`src/rtl/dsp19x2_fir_sequencer.sv`:
```
// dsp19x2_fir_sequencer: feeds delayed samples and coefficient indices to a DSP19X2 MAC
// and captures the accumulated result into a one-entry valid/ready buffer.
module dsp19x2_fir_sequencer #(
    parameter int NUM_TAPS    = 4,
    parameter int DSP_LATENCY = 2
) (
    input  logic        CLK,
    input  logic        RESET,
    input  logic        CLEAR,
    input  logic        S_VALID,
    output logic        S_READY,
    input  logic [8:0]  S_B1,
    input  logic [8:0]  S_B2,
    output logic [8:0]  DSP_B1,
    output logic [8:0]  DSP_B2,
    output logic [2:0]  DSP_FEEDBACK,
    output logic        DSP_LOAD_ACC,
    input  logic [18:0] DSP_Z1,
    input  logic [18:0] DSP_Z2,
    output logic        M_VALID,
    input  logic        M_READY,
    output logic [18:0] M_Z1,
    output logic [18:0] M_Z2,
    output logic        BUSY
);
    if (NUM_TAPS < 1 || NUM_TAPS > 4 || DSP_LATENCY < 1 || DSP_LATENCY > 3) begin : g_param_check
        $error("dsp19x2_fir_sequencer: NUM_TAPS must be 1..4 and DSP_LATENCY 1..3");
    end
    typedef enum logic [1:0] {IDLE, TAP, DRAIN} state_t;
    localparam logic [1:0] LAST_TAP   = 2'(NUM_TAPS - 1);
    localparam logic [1:0] LAST_DRAIN = 2'(DSP_LATENCY - 1);
    state_t     state;
    logic [8:0] x1 [4];
    logic [8:0] x2 [4];
    logic [1:0] tap, drain, tap_nx;
    assign tap_nx  = tap + 2'd1;
    // CLEAR wins over a simultaneous accept, so it gates readiness directly
    assign S_READY = state == IDLE && !M_VALID && !CLEAR;
    assign BUSY    = state != IDLE;
    always_ff @(posedge CLK or negedge RESET) begin
        if (!RESET) begin
            state        <= IDLE;
            tap          <= '0;
            drain        <= '0;
            for (int i = 0; i < 4; i++) begin
                x1[i] <= '0;
                x2[i] <= '0;
            end
            DSP_B1       <= '0;
            DSP_B2       <= '0;
            DSP_FEEDBACK <= '0;
            DSP_LOAD_ACC <= 1'b0;
            M_VALID      <= 1'b0;
            M_Z1         <= '0;
            M_Z2         <= '0;
        end else begin
            if (M_VALID && M_READY) M_VALID <= 1'b0;
            case (state)
                IDLE: begin
                    if (CLEAR) begin
                        for (int i = 0; i < 4; i++) begin
                            x1[i] <= '0;
                            x2[i] <= '0;
                        end
                    end else if (S_VALID && S_READY) begin
                        for (int i = 3; i > 0; i--) begin
                            x1[i] <= x1[i-1];
                            x2[i] <= x2[i-1];
                        end
                        x1[0]        <= S_B1;
                        x2[0]        <= S_B2;
                        state        <= TAP;
                        tap          <= '0;
                        DSP_B1       <= S_B1;
                        DSP_B2       <= S_B2;
                        DSP_FEEDBACK <= '0;
                        DSP_LOAD_ACC <= 1'b1;
                    end
                end
                TAP: begin
                    DSP_LOAD_ACC <= 1'b0;
                    if (tap == LAST_TAP) begin
                        state        <= DRAIN;
                        drain        <= '0;
                        DSP_B1       <= '0;
                        DSP_B2       <= '0;
                        DSP_FEEDBACK <= '0;
                    end else begin
                        tap          <= tap_nx;
                        DSP_B1       <= x1[tap_nx];
                        DSP_B2       <= x2[tap_nx];
                        DSP_FEEDBACK <= {1'b0, tap_nx};
                    end
                end
                DRAIN: begin
                    if (drain == LAST_DRAIN) begin
                        state   <= IDLE;
                        M_Z1    <= DSP_Z1;
                        M_Z2    <= DSP_Z2;
                        M_VALID <= 1'b1;
                    end else begin
                        drain <= drain + 2'd1;
                    end
                end
                default: state <= IDLE;
            endcase
        end
    end
endmodule
```
`config.mk`:
```
export PLATFORM = sky130hd
export DESIGN_NAME = dsp19x2_fir_sequencer
export DESIGN_NICKNAME = d
export VERILOG_FILES = /design/src/rtl/dsp19x2_fir_sequencer.sv
export SDC_FILE = /design/constraint.sdc
export NUM_CORES = 1
export LEC_CHECK = 0
export ABC_AREA = 0
export CAP_MARGIN = 5
export CORE_MARGIN = 4
export CORE_UTILIZATION = 40
export DETAILED_ROUTE_END_ITERATION = 8
export GPL_TIMING_DRIVEN = 0
export PLACE_DENSITY = 0.65
export SLEW_MARGIN = 20
export SYNTH_ARGS = -nofsm -noshare
export SYNTH_HDL_FRONTEND = slang
export SYNTH_SLANG_ARGS = --single-unit
```
`constraint.sdc`:
```
create_clock -name CLK -period 6 [get_ports CLK]
set_input_delay 0.9 -clock CLK [delete_from_list [all_inputs] [get_ports CLK]]
set_output_delay 0.9 -clock CLK [all_outputs]
set_load 0.01 [all_outputs]
```
==> results of run 1 <==
-- per-stage QoR --
stage | util | instance area (µm²) | power [µW]
5_1_grt | 0.562 | 7860 | 4450
4_1_cts | 0.561 | 7850 | 4260
3_3_place_gp | 0.516 | 7220 | 3140
6_report | 0.562 | 7860 | 4220
2_1_floorplan | - | 5780 | 2380
3_5_place_dp | 0.519 | 7260 | 3180
-- kinds of logic (layout without fill, tap and decap cells) --
group / Yosys count / count (layout) / share of synthesized area
AOI/OAI and AO/OA: 101 / 101 / 0.145
adders and majority gates: 2 / 2 / 0.00433
and+or+nand+nor: 70 / 70 / 0.0637
muxes: 58 / 58 / 0.148
other: 1 / 1 / 0.000649
buffers and inverters: 43 / 197 / 0.0405
DFF: 138 / 138 / 0.598
-- power by group --
part / internal (µW) / switching, µW / leakage (µW) / total [µW]
Sequential: 1260 / 209 / 0.00180 / 1470
Clock: 688 / 368 / 0.000294 / 1060
Combinational: 878 / 814 / 0.00138 / 1690
-- worst max-delay path: cells and delay by family --
family                 cells  cell delay, ps
AND/OR/NAND/NOR            1             120
buffers and inverters      3            1590
-- cell type report --
| class | instances | area (µm²) | share of cell area |
|---|---|---|---|
| flip-flops and latches | 138 | 3450 | 0.440 |
| inverters | 7 | 26.3 | 0.00335 |
| clock inverters | 10 | 150 | 0.0191 |
| well taps | 180 | 225 | 0.0287 |
| plain buffers | 36 | 208 | 0.0264 |
| clock buffers | 21 | 440 | 0.0561 |
| repair buffers | 123 | 1250 | 0.160 |
| multi-input cells | 232 | 2100 | 0.267 |
-- cells in the mapped netlist --
library cell | count | area (µm²)
inv_1 | 6 | 22.5
or2_2 | 1 | 6.26
a2bb2oi_1 | 1 | 8.76
buf_6 | 7 | 78.8
nand2_1 | 21 | 78.8
a21o_1 | 1 | 7.51
o311a_1 | 1 | 10.0
mux2i_1 | 1 | 10.0
nor3b_2 | 1 | 12.5
o21ai_0 | 4 | 20.0
nor2_4 | 1 | 11.3
clkbuf_1 | 15 | 56.3
mux2_2 | 39 | 439
mux4_2 | 18 | 405
nand3_1 | 36 | 180
o211ai_1 | 18 | 135
nand2b_1 | 3 | 18.8
nor3_1 | 1 | 5.00
nor2_1 | 1 | 3.75
or4b_4 | 1 | 13.8
or3b_2 | 1 | 8.76
nor2b_1 | 1 | 6.26
conb_1 | 1 | 3.75
buf_4 | 2 | 15.0
o21a_1 | 1 | 7.51
o22ai_1 | 3 | 18.8
nor4b_2 | 1 | 15.0
inv_2 | 1 | 3.75
a22o_1 | 72 | 631
ha_1 | 2 | 25.0
buf_2 | 10 | 50.1
dfrtp_1 | 138 | 3450
buf_1 | 2 | 7.51
nand3b_1 | 1 | 7.51
-- final timing paths --
kind                        start   endpoint  slack (ps)  cells after the start
max                         CLEAR    S_READY        2490                      4
min                         RESET  DSP_B1[0]         380                      1
max reg2reg                tap[0]  DSP_B1[0]        3720                      6
min reg2reg                 x2[8]      x2[8]         500                      1
max in group asynchronous   RESET    M_Z2[5]        4870                      2
min in group CLK            x2[8]      x2[8]         500                      1
-- routing by layer --
metal	GRT usage	share of wire
met1	0.244	0.41
met3	0.0408	0.051
met4	0.0674	0.013
met5	0	0
met2	0.319	0.53
-- state kept, by name, indices dropped and copies added (netlist names), 9 cells and up --
| signal | cells |
|---|---|
| DSP_B2 | 9 |
| x2 | 36 |
| x1 | 36 |
| M_Z1 | 19 |
| DSP_B1 | 9 |
| M_Z2 | 19 |
==> run summary, run 1 <==
status = complete, no violations
I/O pin count = 124
routed vias/inst = 5.64
Nets = 618
syn nets = 476
CP peak stage delay = 580 ps
vias in the first global route = 4477
worst hold slack = 382 ps
CP Capture Type = primary output
Die W = 128 µm
number of I/O port buffers = 122
Setup Crit Path Kind = input pin to primary output
fin crit share = 0.586
commonest non-fill, non-tap cell in the layout = dfrtp_1
Hold Buf Count CTS = 0
largest fanout on the critical path = 10
first drt pass iteration count = 5
Root Buffer = clkbuf_16
Clock Skews = 8.20 ps
final wirelength = 15000 µm
postcts setup bufs = 0
Worst Hold Class = input pin to async pin
Post-Syn Area per Cell = 14.0 µm²
most frequent cells in the layout = dfrtp_1, clkdlybuf4s50_1, a22o_1
PnR worst setup slack = 2490 ps
initial antenna violation count = 0
Placed Instances = 716
layout cells sized above 1 = 0.198
number of fill cells in the layout = 1171
max-cap violation count = 0
RePlAce Congestion = 0.791
Setup Viol. Count Final = 0
CP Launch Type = input pin
crit-path cells = clkdlybuf4s50_1, clkbuf_1, nor3_1, clkdlybuf4s50_1
Leakage = 0.00347 µW
global route overflow = 0
Slew Limit Fails = 0
Finished Layout Cells = 747
required time worst endpoint = 5100 ps
Synth Instances = 413
critical path data arrival time = 2610 ps
unique cell type count in the Yosys netlist = 34
routed length per instance = 20.1 µm
vias = 4215
CTS Buf Count = 17
diode count = 0
Starting Density = 0.413
Slew headroom = 0.518
synthesized area = 5780 µm²
PwrDens = 537 nW/µm²
post-route antenna net violation count = 0
post-CTS sizing = 0
TritonCTS clock tree = done
CP dominant cell by count = clkdlybuf4s50_1
post-DP HPWL = 10500 µm
first-pass GRT wire length = 24200 µm
slowest CP cell = clkdlybuf4s50_1
die area = 16400 µm²
Max clock buf depth = 2
# clock sinks = 138
post-synthesis sequential area ratio = 0.598
synth warn = 0
worst skew pair latency = 410 ps
DRT iter0 DRCs = 393
Seq cells post-synth = 138
Tot GR Track Use = 0.190
Fmax = 285 MHz
CTS H-Tree Depth = 4
Worst VDD drop = 0.266 mV
setup slack at placement = 2480 ps
setup TNS = 0 ps
RSZ-0062 raised after global routing = no
Core Region = 14000 µm²
die height = 128 µm
Rows = 43
fin crit period = 3510 ps
Worst-path clk slew = 60 ps
Layout area overhead = 36.0%
endpoints failing hold = 0
DRC viols = 0
largest net degree at the start of global routing = 95
slew of the pin with the lowest slew margin = 723 ps
No activity file was read; power rests on OpenSTA's default activity.
==> inputs of run 2 (changes only) <==
--- a/config.mk
+++ b/config.mk
@@ -11,7 +11,7 @@
 export CORE_UTILIZATION = 40
 export DETAILED_ROUTE_END_ITERATION = 8
 export GPL_TIMING_DRIVEN = 0
-export PLACE_DENSITY = 0.65
+export PLACE_DENSITY = 0.68
 export SLEW_MARGIN = 20
 export SYNTH_ARGS = -nofsm -noshare
 export SYNTH_HDL_FRONTEND = slang
==> constraint.sdc (replaced) <==
create_clock -name CLK -period 3.11 [get_ports CLK]
set_input_delay 0.4665 -clock CLK [delete_from_list [all_inputs] [get_ports CLK]]
set_output_delay 0.4665 -clock CLK [all_outputs]
set_load 0.01 [all_outputs]
==> run 2 against run 1 <==
The flow now finishes with violations (negative hold slack). Sequential power rose by 93%. Final area decreased by 0.45%. Clock skew about the same. Die area unchanged. Sequential share of layout area increased by 0.20 points. Setup slack got worse by 2000 ps. Critical path depth stayed put. Register-to-register slack got worse by 2900 ps. Global-route usage increased by 0.088 points. Power rose by 89%. Largest cell class unchanged. Largest power group unchanged.
==> run summary, run 2 (synthesis results as in run 1) <==
Crit Reg-Reg Endpoint = DSP_B1[1]
Hold Buf Count CTS = 0 (unchanged)
CP Launch Type = input pin
initial antenna violation count = 0 (unchanged)
layout cells sized above 1 = 0.202 (+0.00493)
routed length per instance = 20.2 µm (+0.19%)
Rows = 43 (unchanged)
post-DP HPWL = 10400 µm (-0.73%)
Worst Hold Class = input pin to async pin
fin crit period = 2660 ps
first drt pass iteration count = 5 (unchanged)
global route overflow = 0 (unchanged)
most frequent cells in the layout = dfrtp_1, clkdlybuf4s50_1, a22o_1
CP Capture Type = primary output
# clock sinks = 138 (unchanged)
max-cap violation count = 0 (unchanged)
required time worst endpoint = 2640 ps (-2460 ps)
Slew headroom = 0.286 (-0.232)
Max clock buf depth = 2 (unchanged)
Worst VDD drop = 0.428 mV (+61%)
failing checks = negative hold slack
vias in the first global route = 4530 (+1.2%)
CTS H-Tree Depth = 4 (unchanged)
Setup Viol. Count Final = 0 (unchanged)
CTS Buf Count = 17 (unchanged)
critical path data arrival time = 2190 ps (-420 ps)
I/O pin count = 124 (unchanged)
met2 Usage GRT = 0.317 (-0.00216)
number of I/O port buffers = 122 (unchanged)
Fmax = 376 MHz
die area = 16400 µm² (unchanged)
RePlAce Congestion = 0.809 (+2.2%)
routed vias/inst = 5.61 (-0.61%)
post-route antenna net violation count = 0 (unchanged)
status = finished with violations
postcts setup bufs = 0 (unchanged)
Clock Skews = 7.97 ps (-0.231 ps)
commonest non-fill, non-tap cell in the layout = dfrtp_1
r2r worst-path depth = 6 (unchanged)
gr busiest metal = met2
Reg area = 3450 µm² (unchanged)
Die W = 128 µm (unchanged)
Leakage = 0.00345 µW (-0.62%)
Slew Limit Fails = 0 (unchanged)
post-CTS sizing = 0 (unchanged)
Worst R2R Start = tap[0]
Tot GR Track Use = 0.191 (+0.000883)
largest fanout on the critical path = 10 (unchanged)
crit path to = S_READY
Layout area overhead = 35.4%
PwrDens = 1020 nW/µm² (+90%)
Multi-input gate area = 2090 µm² (-0.42%)
number of fill cells in the layout = 1134 (-3.2%)
largest registers = x1 (36), x2 (36)
largest net degree at the start of global routing = 71 (-25%)
TritonCTS clock tree = done
Root Buffer = clkbuf_16
endpoints failing hold = 5 (+5)
Setup Crit Path Kind = input pin to primary output
DRC viols = 0 (unchanged)
die height = 128 µm (unchanged)
worst skew pair latency = 420 ps (about the same)
CP startpoint = CLEAR
Nets = 618 (unchanged)
Starting Density = 0.413 (unchanged)
GR Util met1 = 0.244 (+0.000395)
first-pass GRT wire length = 24200 µm (+0.14%)
post-layout util = 0.559 (-0.00250)
fin crit share = 0.856
final wirelength = 15100 µm (+0.33%)
setup slack, reg-to-reg = 830 ps (-2890 ps)
diode count = 0 (unchanged)
vias = 4195 (-0.47%)
DRT iter0 DRCs = 323 (-18%)
worst hold slack = -14.6 ps (-396 ps)
met3 usage = 0.0425 (+0.00167)
Core Region = 14000 µm² (unchanged)
Worst-path clk slew = 60 ps (about the same)
RSZ-0062 raised after global routing = no
slew of the pin with the lowest slew margin = 1070 ps (+345 ps)
run 2: power breakdown:
part,switching (µW),internal [µW],total [µW]
Sequential,404,2440,2840
Clock,732,1160,1890
Combinational,1570,1690,3260
run 2: worst min-delay path by stage:
stage	from	to	slack, ps	depth (start not counted)
2_1_floorplan	RESET	DSP_B1[0]	170	0
3_3_place_gp	DSP_LOAD_ACC	DSP_LOAD_ACC	480	1
3_5_place_dp	RESET	x2[34]	460	1
4_1_cts	RESET	x2[33]	20	1
5_1_grt	RESET	x2[33]	40	1
6_report	RESET	x2[33]	-10	1
run 2: critical path: stages:
cell and delay (ps):
clkdlybuf4s50_1 580, clkbuf_1 490, nor3_1 130, clkdlybuf4s50_1 520
run 2: metal layers:
metal,vias to the layer above,part of all wire
met4,0,0.020
li1,1861,-
met3,23,0.052
met1,2180,0.41
met5,-,0
met2,131,0.52
run 2: layout make-up:
type                    instances  area share
clock buffers                  26      0.0677
inverters                       7     0.00336
flip-flops and latches        138       0.442
clock inverters                 6     0.00448
multi-input cells             232       0.267
well taps                     180      0.0288
plain buffers                  36      0.0266
repair buffers                123       0.160
run 2: per-stage QoR:
stage	instance area, µm²	TNS, ps	setup WS [ps]	power, µW	std cells
finish	7820	0	449	7990	748
global route	7820	0	361	8420	748
CTS	7820	0	444	8060	748
detailed placement	7260	0	453	6140	716
global placement	7220	-516440	-3750	6040	715
floorplan	5780	0	1120	4590	413
==> inputs of run 3 (changes only) <==
--- a/config.mk
+++ b/config.mk
@@ -9,6 +9,7 @@
 export CAP_MARGIN = 5
 export CORE_MARGIN = 4
 export CORE_UTILIZATION = 40
+export CTS_CLUSTER_DIAMETER = 200
 export DETAILED_ROUTE_END_ITERATION = 8
 export GPL_TIMING_DRIVEN = 0
 export PLACE_DENSITY = 0.68
==> results of run 3 <==
Same layout as run 2: the final DEF is identical, and so are final timing and power.
